--- config.mk ---
export PLATFORM = sky130hd
export DESIGN_NAME = instr_issue_queue_flat
export DESIGN_NICKNAME = d
export VERILOG_FILES = /design/src/rtl/instr_issue_queue_pkg.sv /design/src/rtl/instr_issue_queue_if.sv /design/src/rtl/instr_issue_queue_sync_fifo.sv /design/src/rtl/instr_issue_queue.sv /design/src/flat_wrapper.sv
export SDC_FILE = /design/constraint.sdc
export NUM_CORES = 1
export LEC_CHECK = 0
export CAP_MARGIN = 10
export CORE_MARGIN = 2
export CORE_UTILIZATION = 40
export DETAILED_ROUTE_END_ITERATION = 10
export GPL_TIMING_DRIVEN = 0
export SLEW_MARGIN = 20
export SYNTH_ARGS = -nofsm -noshare
export SYNTH_HDL_FRONTEND = slang
export SYNTH_HIERARCHICAL = 1
export SYNTH_SLANG_ARGS = --single-unit
--- constraint.sdc ---
create_clock -name sys_clk -period 7 [get_ports sys_clk]
set_input_delay 1.4 -clock sys_clk [delete_from_list [all_inputs] [get_ports sys_clk]]
set_output_delay 1.4 -clock sys_clk [all_outputs]
set_load 0.02 [all_outputs]
--- src/rtl/instr_issue_queue_pkg.sv ---
// Shared widths, opcode constants and instruction word layout for the issue stage.
package instr_issue_queue_pkg;

    localparam int OPC_W  = 5;
    localparam int REG_W  = 4;
    localparam int DATA_W = 32;

    localparam logic [OPC_W-1:0] OPC_NOP = 5'd0;

    // Instruction word as presented to the fetch stage: {opcode, s1, s2, dest, ime_data}
    typedef struct packed {
        logic [OPC_W-1:0]  opcode;
        logic [REG_W-1:0]  s1;
        logic [REG_W-1:0]  s2;
        logic [REG_W-1:0]  dest;
        logic [DATA_W-1:0] ime_data;
    } instr_t;

    localparam int INSTR_W = $bits(instr_t);

    // What the issue stage does with the FIFO head on an advance strobe
    typedef enum logic [1:0] {
        ISSUE_EMPTY,
        ISSUE_BUBBLE,
        ISSUE_POP
    } issue_kind_e;

endpackage

--- src/rtl/instr_issue_queue_if.sv ---
// Host-side push handshake and fetch-side issue outputs of the issue queue.
interface instr_issue_queue_if #(
    parameter int DEPTH = 8
);
    import instr_issue_queue_pkg::*;

    localparam int LVL_W = $clog2(DEPTH) + 1;

    // host side
    logic              instr_valid_in;
    logic              instr_ready_out;
    logic [OPC_W-1:0]  opcode_host_in;
    logic [REG_W-1:0]  s1_host_in;
    logic [REG_W-1:0]  s2_host_in;
    logic [REG_W-1:0]  dest_host_in;
    logic [DATA_W-1:0] ime_data_host_in;

    // pipeline control
    logic              issue_en_in;
    logic              flush_in;

    // fetch side
    logic [OPC_W-1:0]  opcode_out;
    logic [REG_W-1:0]  s1_out;
    logic [REG_W-1:0]  s2_out;
    logic [REG_W-1:0]  dest_out;
    logic [DATA_W-1:0] ime_data_out;
    logic              issue_valid_out;
    logic [15:0]       bubble_count_out;
    logic [LVL_W-1:0]  level_out;

    modport master (
        output instr_valid_in, opcode_host_in, s1_host_in, s2_host_in, dest_host_in,
               ime_data_host_in, issue_en_in, flush_in,
        input  instr_ready_out, opcode_out, s1_out, s2_out, dest_out, ime_data_out,
               issue_valid_out, bubble_count_out, level_out
    );

    modport slave (
        input  instr_valid_in, opcode_host_in, s1_host_in, s2_host_in, dest_host_in,
               ime_data_host_in, issue_en_in, flush_in,
        output instr_ready_out, opcode_out, s1_out, s2_out, dest_out, ime_data_out,
               issue_valid_out, bubble_count_out, level_out
    );

endinterface

--- src/rtl/instr_issue_queue_sync_fifo.sv ---
// Synchronous FIFO with registered level; head is read from storage at the read pointer,
// so a word written on one edge is visible as head only after that edge (no fall-through).
module sync_fifo #(
    parameter int WIDTH = 49,
    parameter int DEPTH = 8
) (
    input  logic                   i_clk,
    input  logic                   i_rst_n,
    input  logic                   i_flush,
    input  logic                   i_push,
    input  logic                   i_pop,
    input  logic [WIDTH-1:0]       i_wdata,
    output logic [WIDTH-1:0]       o_rdata,
    output logic [$clog2(DEPTH):0] o_level,
    output logic                   o_full,
    output logic                   o_empty
);

    localparam int AW = $clog2(DEPTH);

    logic [WIDTH-1:0] r_mem [DEPTH];
    logic [AW-1:0]    r_wr_ptr;
    logic [AW-1:0]    r_rd_ptr;
    logic [AW:0]      r_level;

    logic w_push;
    logic w_pop;

    assign o_full  = (r_level == (AW+1)'(DEPTH));
    assign o_empty = (r_level == '0);
    assign o_level = r_level;
    assign o_rdata = r_mem[r_rd_ptr];

    assign w_push = i_push && !o_full;
    assign w_pop  = i_pop && !o_empty;

    // Storage write; contents need no reset since level gates visibility
    always_ff @(posedge i_clk) begin
        if (i_rst_n && !i_flush && w_push) begin
            r_mem[r_wr_ptr] <= i_wdata;
        end
    end

    // Pointers and occupancy; flush empties the queue like reset does
    always_ff @(posedge i_clk) begin
        if (!i_rst_n || i_flush) begin
            r_wr_ptr <= '0;
            r_rd_ptr <= '0;
            r_level  <= '0;
        end else begin
            if (w_push) begin
                r_wr_ptr <= r_wr_ptr + 1'b1;
            end
            if (w_pop) begin
                r_rd_ptr <= r_rd_ptr + 1'b1;
            end
            case ({w_push, w_pop})
                2'b10:   r_level <= r_level + 1'b1;
                2'b01:   r_level <= r_level - 1'b1;
                default: r_level <= r_level;
            endcase
        end
    end

endmodule

--- src/rtl/instr_issue_queue.sv ---
// Instruction issue stage: buffers host words and issues one instruction or NOP bubble
// per pipeline-advance strobe, stalling on RAW hazards against recent issues.
module instr_issue_queue
    import instr_issue_queue_pkg::*;
#(
    parameter int DEPTH         = 8,
    parameter int HAZARD_WINDOW = 2
) (
    input logic                 sys_clk,
    input logic                 reset_n,
    instr_issue_queue_if.slave  bus
);

    localparam int LVL_W = $clog2(DEPTH) + 1;

    instr_t                              w_wdata;
    instr_t                              w_head;
    logic [LVL_W-1:0]                    w_level;
    logic                                w_full;
    logic                                w_empty;
    logic                                w_push;
    logic                                w_pop;
    logic                                w_hazard;
    issue_kind_e                         w_kind;

    logic [HAZARD_WINDOW-1:0]            r_hist_wr;
    logic [HAZARD_WINDOW-1:0][REG_W-1:0] r_hist_dest;
    instr_t                              r_out;
    logic                                r_valid;
    logic [15:0]                         r_bubbles;

    assign w_wdata = '{opcode:   bus.opcode_host_in,
                       s1:       bus.s1_host_in,
                       s2:       bus.s2_host_in,
                       dest:     bus.dest_host_in,
                       ime_data: bus.ime_data_host_in};

    assign w_push = bus.instr_valid_in && !w_full && !bus.flush_in;
    assign w_pop  = bus.issue_en_in && !bus.flush_in && (w_kind == ISSUE_POP);

    sync_fifo #(
        .WIDTH (INSTR_W),
        .DEPTH (DEPTH)
    ) u_fifo (
        .i_clk   (sys_clk),
        .i_rst_n (reset_n),
        .i_flush (bus.flush_in),
        .i_push  (w_push),
        .i_pop   (w_pop),
        .i_wdata (w_wdata),
        .o_rdata (w_head),
        .o_level (w_level),
        .o_full  (w_full),
        .o_empty (w_empty)
    );

    // RAW check of both head sources against every live history entry
    always_comb begin
        w_hazard = 1'b0;
        for (int unsigned i = 0; i < HAZARD_WINDOW; i++) begin
            if (r_hist_wr[i] &&
                ((r_hist_dest[i] == w_head.s1) || (r_hist_dest[i] == w_head.s2))) begin
                w_hazard = 1'b1;
            end
        end
    end

    // Classify what an advance strobe would do this cycle
    always_comb begin
        w_kind = ISSUE_POP;
        if (w_empty) begin
            w_kind = ISSUE_EMPTY;
        end else if (w_hazard) begin
            w_kind = ISSUE_BUBBLE;
        end
    end

    // Output registers, hazard history shift and bubble counter
    always_ff @(posedge sys_clk) begin
        if (!reset_n) begin
            r_out       <= '0;
            r_valid     <= 1'b0;
            r_bubbles   <= '0;
            r_hist_wr   <= '0;
            r_hist_dest <= '0;
        end else if (bus.flush_in) begin
            r_out     <= '0;
            r_valid   <= 1'b0;
            r_hist_wr <= '0;
        end else if (bus.issue_en_in) begin
            for (int unsigned i = 1; i < HAZARD_WINDOW; i++) begin
                r_hist_wr[i]   <= r_hist_wr[i-1];
                r_hist_dest[i] <= r_hist_dest[i-1];
            end
            case (w_kind)
                ISSUE_POP: begin
                    r_out          <= w_head;
                    r_valid        <= 1'b1;
                    r_hist_wr[0]   <= (w_head.opcode != OPC_NOP);
                    r_hist_dest[0] <= w_head.dest;
                end
                ISSUE_BUBBLE: begin
                    r_out          <= '0;
                    r_valid        <= 1'b0;
                    r_bubbles      <= r_bubbles + 1'b1;
                    r_hist_wr[0]   <= 1'b0;
                    r_hist_dest[0] <= '0;
                end
                default: begin
                    r_out          <= '0;
                    r_valid        <= 1'b0;
                    r_hist_wr[0]   <= 1'b0;
                    r_hist_dest[0] <= '0;
                end
            endcase
        end
    end

    assign bus.opcode_out       = r_out.opcode;
    assign bus.s1_out           = r_out.s1;
    assign bus.s2_out           = r_out.s2;
    assign bus.dest_out         = r_out.dest;
    assign bus.ime_data_out     = r_out.ime_data;
    assign bus.issue_valid_out  = r_valid;
    assign bus.bubble_count_out = r_bubbles;
    assign bus.level_out        = w_level;
    assign bus.instr_ready_out  = !w_full;

endmodule

--- src/flat_wrapper.sv ---
// flat-port wrapper written by rule: the top's interface ports become plain ports
module instr_issue_queue_flat import instr_issue_queue_pkg::*;
#(
    parameter int DEPTH         = 8,
    parameter int HAZARD_WINDOW = 2
)
  (sys_clk, reset_n, bus_instr_valid_in, bus_opcode_host_in, bus_s1_host_in, bus_s2_host_in, bus_dest_host_in, bus_ime_data_host_in, bus_issue_en_in, bus_flush_in, bus_instr_ready_out, bus_opcode_out, bus_s1_out, bus_s2_out, bus_dest_out, bus_ime_data_out, bus_issue_valid_out, bus_bubble_count_out, bus_level_out);
  instr_issue_queue_if #(.DEPTH(DEPTH)) bus_i ();
  input logic sys_clk;
  input logic reset_n;
  input wire logic [$bits(bus_i.instr_valid_in)-1:0] bus_instr_valid_in;
  input wire logic [$bits(bus_i.opcode_host_in)-1:0] bus_opcode_host_in;
  input wire logic [$bits(bus_i.s1_host_in)-1:0] bus_s1_host_in;
  input wire logic [$bits(bus_i.s2_host_in)-1:0] bus_s2_host_in;
  input wire logic [$bits(bus_i.dest_host_in)-1:0] bus_dest_host_in;
  input wire logic [$bits(bus_i.ime_data_host_in)-1:0] bus_ime_data_host_in;
  input wire logic [$bits(bus_i.issue_en_in)-1:0] bus_issue_en_in;
  input wire logic [$bits(bus_i.flush_in)-1:0] bus_flush_in;
  output wire logic [$bits(bus_i.instr_ready_out)-1:0] bus_instr_ready_out;
  output wire logic [$bits(bus_i.opcode_out)-1:0] bus_opcode_out;
  output wire logic [$bits(bus_i.s1_out)-1:0] bus_s1_out;
  output wire logic [$bits(bus_i.s2_out)-1:0] bus_s2_out;
  output wire logic [$bits(bus_i.dest_out)-1:0] bus_dest_out;
  output wire logic [$bits(bus_i.ime_data_out)-1:0] bus_ime_data_out;
  output wire logic [$bits(bus_i.issue_valid_out)-1:0] bus_issue_valid_out;
  output wire logic [$bits(bus_i.bubble_count_out)-1:0] bus_bubble_count_out;
  output wire logic [$bits(bus_i.level_out)-1:0] bus_level_out;
  assign bus_i.instr_valid_in = bus_instr_valid_in;
  assign bus_i.opcode_host_in = bus_opcode_host_in;
  assign bus_i.s1_host_in = bus_s1_host_in;
  assign bus_i.s2_host_in = bus_s2_host_in;
  assign bus_i.dest_host_in = bus_dest_host_in;
  assign bus_i.ime_data_host_in = bus_ime_data_host_in;
  assign bus_i.issue_en_in = bus_issue_en_in;
  assign bus_i.flush_in = bus_flush_in;
  assign bus_instr_ready_out = bus_i.instr_ready_out;
  assign bus_opcode_out = bus_i.opcode_out;
  assign bus_s1_out = bus_i.s1_out;
  assign bus_s2_out = bus_i.s2_out;
  assign bus_dest_out = bus_i.dest_out;
  assign bus_ime_data_out = bus_i.ime_data_out;
  assign bus_issue_valid_out = bus_i.issue_valid_out;
  assign bus_bubble_count_out = bus_i.bubble_count_out;
  assign bus_level_out = bus_i.level_out;
  instr_issue_queue #(.DEPTH(DEPTH), .HAZARD_WINDOW(HAZARD_WINDOW)) u_core (.sys_clk(sys_clk), .reset_n(reset_n), .bus(bus_i));
endmodule
# --- Word level (Yosys, flattened, before mapping) ---
# Memory sizes are Yosys's and may differ from the RTL's. A register that Yosys moved wholly into a read port is not among the register bits.
# Cells that the tools add are included.
totals:
  register_bits: 86
  out_inout_bits: 71
  ram_bits: 392
  mem_count: 1
  word_cells: 66
classes:
  n_bitwise: 2
  n_reduce_logical: 23
  eq_ne: 9
  n_mux: 13
  n_addsub: 5
mem_list:
  columns: ["name", "words", "word_bits", "rd", "rd_clocked_by_memory_dff", "wr", "line_no", "source"]
  rows:
  - ["u_core.u_fifo.r_mem", 8, 49, 1, 1, 1, "instr_issue_queue_sync_fifo.sv:21", "logic [WIDTH-1:0] r_mem [DEPTH];"]
ops:
  columns: ["operator", "count"]
  rows:
  - ["two-way mux 49 bit", 1]
  - ["adder 16 x 1 -> 16 bit (second input constant)", 1]
  - ["== test 4 bit", 4]
  - ["logical AND 1 bit", 10]
  - ["case mux 4 bit (2 select lines)", 1]
  - ["adder 3 x 1 -> 3 bit (second input constant)", 2]
  - ["two-way mux 1 bit", 6]
  - ["two-way mux 3 bit", 2]
  - ["nonzero test 5 bit", 1]
  - ["adder 4 x 1 -> 4 bit (second input constant)", 1]
  - ["== test 2 x 1 -> 1 bit (second input constant)", 2]
  - ["== test 2 bit (second input constant)", 2]
  - ["== test 4 bit (second input constant)", 1]
  - ["logical NOT 1 bit", 4]
  - ["logical NOT 4 bit", 1]
  - ["two-way mux 2 bit", 2]
  - ["two-way mux 4 bit", 1]
  - ["subtractor 4 x 1 -> 4 bit (second input constant)", 1]
  - ["logical OR 1 bit", 3]
  - ["AND reduction 3 bit", 1]
  - ["NOT 1 bit", 2]
  - ["AND reduction 2 bit", 1]
  - ["nonzero test 2 bit", 1]
  - ["OR reduction 2 bit", 1]

# --- Longest topological paths before layout ---
logic_depth:
  ltp_word: 12
  ltp_mapped: 20
  depth_no_buf: 15

# --- Cells and area by module ---
# Netlist, hierarchy kept.
by_module_without_submodules:
  columns: ["mod", "cells_each", "area_each_um2", "seq_area_each_um2", "n_inst"]
  rows:
  - ["sync_fifo", 643, 15357.2, 12031.5, 1]
  - ["instr_issue_queue", 332, 3074.2, 1521.5, 1]

# --- Worst setup path before layout ---
# No wires, ideal clock.
synth_path:
  kind: "input -> register"
  start: "in bus_flush_in"
  end: "mem u_core.u_fifo.r_mem[0][0], enable pin"
  arrival_ns: 5.604
  required_ns: 6.484
  n_path_buf: 0
  path_slack_ns: 0.880
  path_stages: 5
  setup_ns: 0.516
  path_cell_list: "inv_1 > and3_1 > nand2_1 > or3_1 > nor3_1"
synth_between:
  elab_chain_len: 6
synth_lines:
  columns: ["element", "line_no", "source"]
  rows:
  - ["from (decl)", "flat_wrapper.sv:18", "input wire logic [$bits(bus_i.flush_in)-1:0] bus_flush_in;"]
  - ["logical NOT 1 bit", "instr_issue_queue.sv:38", "assign w_push = bus.instr_valid_in && !w_full && !bus.flush_in;"]
  - ["logical AND 1 bit", "instr_issue_queue.sv:38", null]
  - ["net u_core.w_push", "instr_issue_queue.sv:21", "logic w_push;"]
  - ["logical AND 1 bit", "instr_issue_queue_sync_fifo.sv:34", "assign w_push = i_push && !o_full;"]
  - ["logical AND 1 bit", "instr_issue_queue_sync_fifo.sv:39", "if (i_rst_n && !i_flush && w_push) begin"]
  - ["two-way mux 1 bit", "instr_issue_queue_sync_fifo.sv:39", null]
  - ["two-way mux 1 bit (not written as such)", "instr_issue_queue_sync_fifo.sv:40", "r_mem[r_wr_ptr] <= i_wdata;"]
  - ["to (decl)", "instr_issue_queue_sync_fifo.sv:21", null]
# The timed path passes the listed nets, and every way through them passes these cells.

==> key figures <==
Outcome
  – Outcome: completed

Detailed routing
  – DR vias/cell: 5.28
  – Total Wirelength: 42100 um
  – Post-route antenna net violation count: 0
  – Drt first pass iters: 5
  – WL per Instance: 23.0 um
  – Detailed-route DRC error count: 0
  – DR iter-0 viols: 851
  – Detailed-route via count: 9638

Critical path
  – Worst-path cell chain: buf_2 > clkbuf_1 > mux2_2 > xnor2_1 > nand4_1 > a21boi_1 > a2111oi_4 > buf_4 > buf_6 > and2_1 > o41a_1 > ha_1 > ha_1 > a21oi_1 > and4b_1 > o21ai_0 > o31ai_1
  – Critical path class: reg2reg
  – Crit-path max cell delay: 0.64 ns
  – CP endpoint kind: flop
  – Arrival time at the worst endpoint: 5.52 ns
  – CP max-delay cell: clkbuf_1
  – WP data required: 7.48 ns
  – Crit path buf inv count: 4
  – CP top delay family: buffers and inverters
  – Top cell by count, worst path: ha_1
  – CP Launch Type: flop
  – Crit-path max FO: 10

Synthesis
  – Dominant synthesized flop cell: edfxtp_1
  – Register area share after synthesis: 73.5%
  – Post-Syn Instances: 975
  – Synth top area share: 63.9%
  – Most common cell in the netlist: edfxtp_1
  – Library cells used by synthesis: 52
  – Number of synthesized flops with an enable pin: 392
  – Synthesized area: 18400 um^2
  – Mapped Avg Cell Area: 18.9 um^2
  – Seq cells post-synth: 481
  – Syn nets: 1036
  – Yosys top cell by area: edfxtp_1
  – Top cells by area, synth: edfxtp_1 64%, mux4_2 12%, dfxtp_1 9.7%
  – FFs w/ async S/R, synth: 0%
  – YS warnings: 6
  – Synth cell count leaders: 392 x edfxtp_1, 98 x mux4_2, 89 x dfxtp_1

CTS
  – CTS root buffer: clkbuf_16
  – Skew-Pair Late Insertion Delay: 0.59 ns
  – CTS sink cnt: 481
  – H-tree depth: 2
  – CTS tree: built
  – Reg clk slew, reported paths: 0.06 ns
  – Max clock buf depth: 3
  – CTS buffer count: 50
  – CTS resizes: 0
  – Post-CTS Hold Buffers: 0
  – Post-CTS setup buffer count: 0

STA
  – Relative slew slack: 37.0%
  – Achievable Freq: 198 MHz
  – Final Hold Viols: 0
  – Final Critical Period: 5.04 ns
  – Final Max Slew Viols: 0
  – Final setup violation count: 0
  – Worst Skew: 0.0247 ns
  – Setup TNS: 0 ns
  – RSZ-0062 raised after global routing: false
  – Final period util: 72.0%
  – Worst Tran Pin Value: 0.946 ns

GRT
  – GRT Total Usage: 17.8%
  – Vias in the first global route: 9902
  – Routing usage on met3: 3.65%
  – Met2 Usage GRT: 28.7%
  – Largest net degree at the start of global routing: 19
  – Initial antenna violation count: 1
  – Global routing's busiest layer: met2
  – Met1 GRT Util: 24.8%
  – Gr ovfl total: 0
  – First-pass GRT wire length: 62600 um

Power and ir drop
  – Worst vdd ir: 179 uV
  – Total Power: 5900 uW
  – Pwr Density: 259 nW/um^2
  – LEAKAGE: 0.00707 uW

Floorplan
  – Core area: 45500 um^2
  – Die Wd: 219 um
  – Initial cell density of the core: 40.5%
  – DIE AREA: 47800 um^2
  – Die Y: 219 um
  – Io pins: 125
  – Std-Cell Rows: 78

Final layout
  – Final core occ: 50.0%
  – Net count, final: 1246
  – Diode count: 0
  – Share of layout cells above drive strength 1: 23.5%
  – Final cell count without fillers: 1827
  – Area growth syn-to-layout: 23.5%

Run
  – Max-cap violations: 0

Placement
  – Detail Placement HPWL: 27900 um
  – Dpl cells: 1733
  – PortBufs: 124
  – Final RePlAce weighted congestion: 0.795

Min path
  – Hold Path Class: reg2reg
routing by layer:
metal  routed length, um  up-vias
met3                2350       58
li1                    -     4328
met5                  16        -
met4                 748        2
met1               19100     5007
met2               19900      243
report_power, final:
part / total [uW] / switching, uW / internal [uW]
Combinational: 127 / 76.9 / 50.5
Clock: 2670 / 1070 / 1600
Sequential: 3100 / 3.97 / 3100
area by class of cell:
class / instances / area [um^2]
multi-input cells: 434 / 4610
well taps: 600 / 751
repair buffers: 158 / 1860
flip-flops and latches: 481 / 13600
clock inverters: 12 / 166
clock buffers: 82 / 1500
plain buffers: 49 / 287
inverters: 11 / 41.3
fillers: 3805 / 22700
per-stage QoR:
step | setup slack [ns] | hold slack (ns) | instance area (um^2)
after floorplan | 0.880 | 0.468 | 18400
after global placement | -3.55 | 0.453 | 20400
after detailed placement | 2.00 | 0.472 | 21100
after CTS | 1.99 | 0.480 | 22800
after global routing | 1.70 | 0.507 | 22800
final | 1.96 | 0.486 | 22800
final timing paths:
kind / slack, ns / endpoint / depth (start not counted) / from
worst max-delay path: 1.96 / u_core/u_fifo/o_level[3] / 17 / flop
worst min register to register: 0.49 / u_core/bus.bubble_count_out[15] / 2 / u_core/bus.bubble_count_out[15]
worst min-delay path: 0.49 / u_core/bus.bubble_count_out[15] / 2 / u_core/bus.bubble_count_out[15]
worst max register to register: 1.96 / u_core/u_fifo/o_level[3] / 17 / flop
placed cells by master (no fill, tap or decap), types with 7 or more instances in the layout:
| cell type | Yosys | layout |
|---|---|---|
| buf_4 | 4 | 14 |
| nor2_1 | 83 | 77 |
| mux2_2 | 49 | 49 |
| xor2_1 | 7 | 7 |
| dfxtp_1 | 89 | 89 |
| buf_16 | 0 | 15 |
| buf_6 | 3 | 9 |
| mux2i_1 | 7 | 7 |
| a21oi_1 | 17 | 17 |
| nand2_1 | 26 | 26 |
| xnor2_1 | 21 | 21 |
| nand2b_1 | 11 | 11 |
| clkbuf_1 | 26 | 49 |
| inv_1 | 9 | 9 |
| clkbuf_16 | 0 | 53 |
| clkdlybuf4s50_1 | 0 | 124 |
| edfxtp_1 | 392 | 392 |
| nand3_1 | 7 | 7 |
| buf_2 | 13 | 13 |
| a22oi_1 | 49 | 49 |
| mux4_2 | 98 | 98 |
state kept, by name, summed over array words and instances, names as in the netlist, named ones only:
register,flops
u_core/u_fifo/r_wr_ptr,3
u_core/bus.s1_out,4
u_core/u_fifo/r_mem,392
u_core/u_fifo/r_rd_ptr,3
u_core/bus.bubble_count_out,16
u_core/bus.opcode_out,5
u_core/r_hist_wr,2
u_core/bus.s2_out,4
u_core/bus.issue_valid_out,1
u_core/r_hist_dest,8
u_core/bus.dest_out,4
u_core/bus.ime_data_out,32
u_core/u_fifo/o_level,4
logic make-up after synthesis:
family / Yosys count / share of synthesized area, %
AND/OR/NAND/NOR: 157 / 3.97
XOR/XNOR: 28 / 1.33
buffers and inverters: 60 / 1.78
flip-flops: 481 / 73.5
multiplexers: 154 / 15.3
adder cells (fa/ha/maj): 7 / 0.516
AO/OA/AOI/OAI: 88 / 3.52
worst reg2reg max path, delay by kind of cell (launching register included):
family | cells | cell delay [ns]
buffers and inverters | 4 | 1.49
AO/OA/AOI/OAI | 6 | 1.18
adder cells (fa/ha/maj) | 2 | 0.59
AND/OR/NAND/NOR | 3 | 0.57
multiplexers | 1 | 0.48
flip-flops | 1 | 0.45
XOR/XNOR | 1 | 0.17
(Power assumes the default switching activity.)
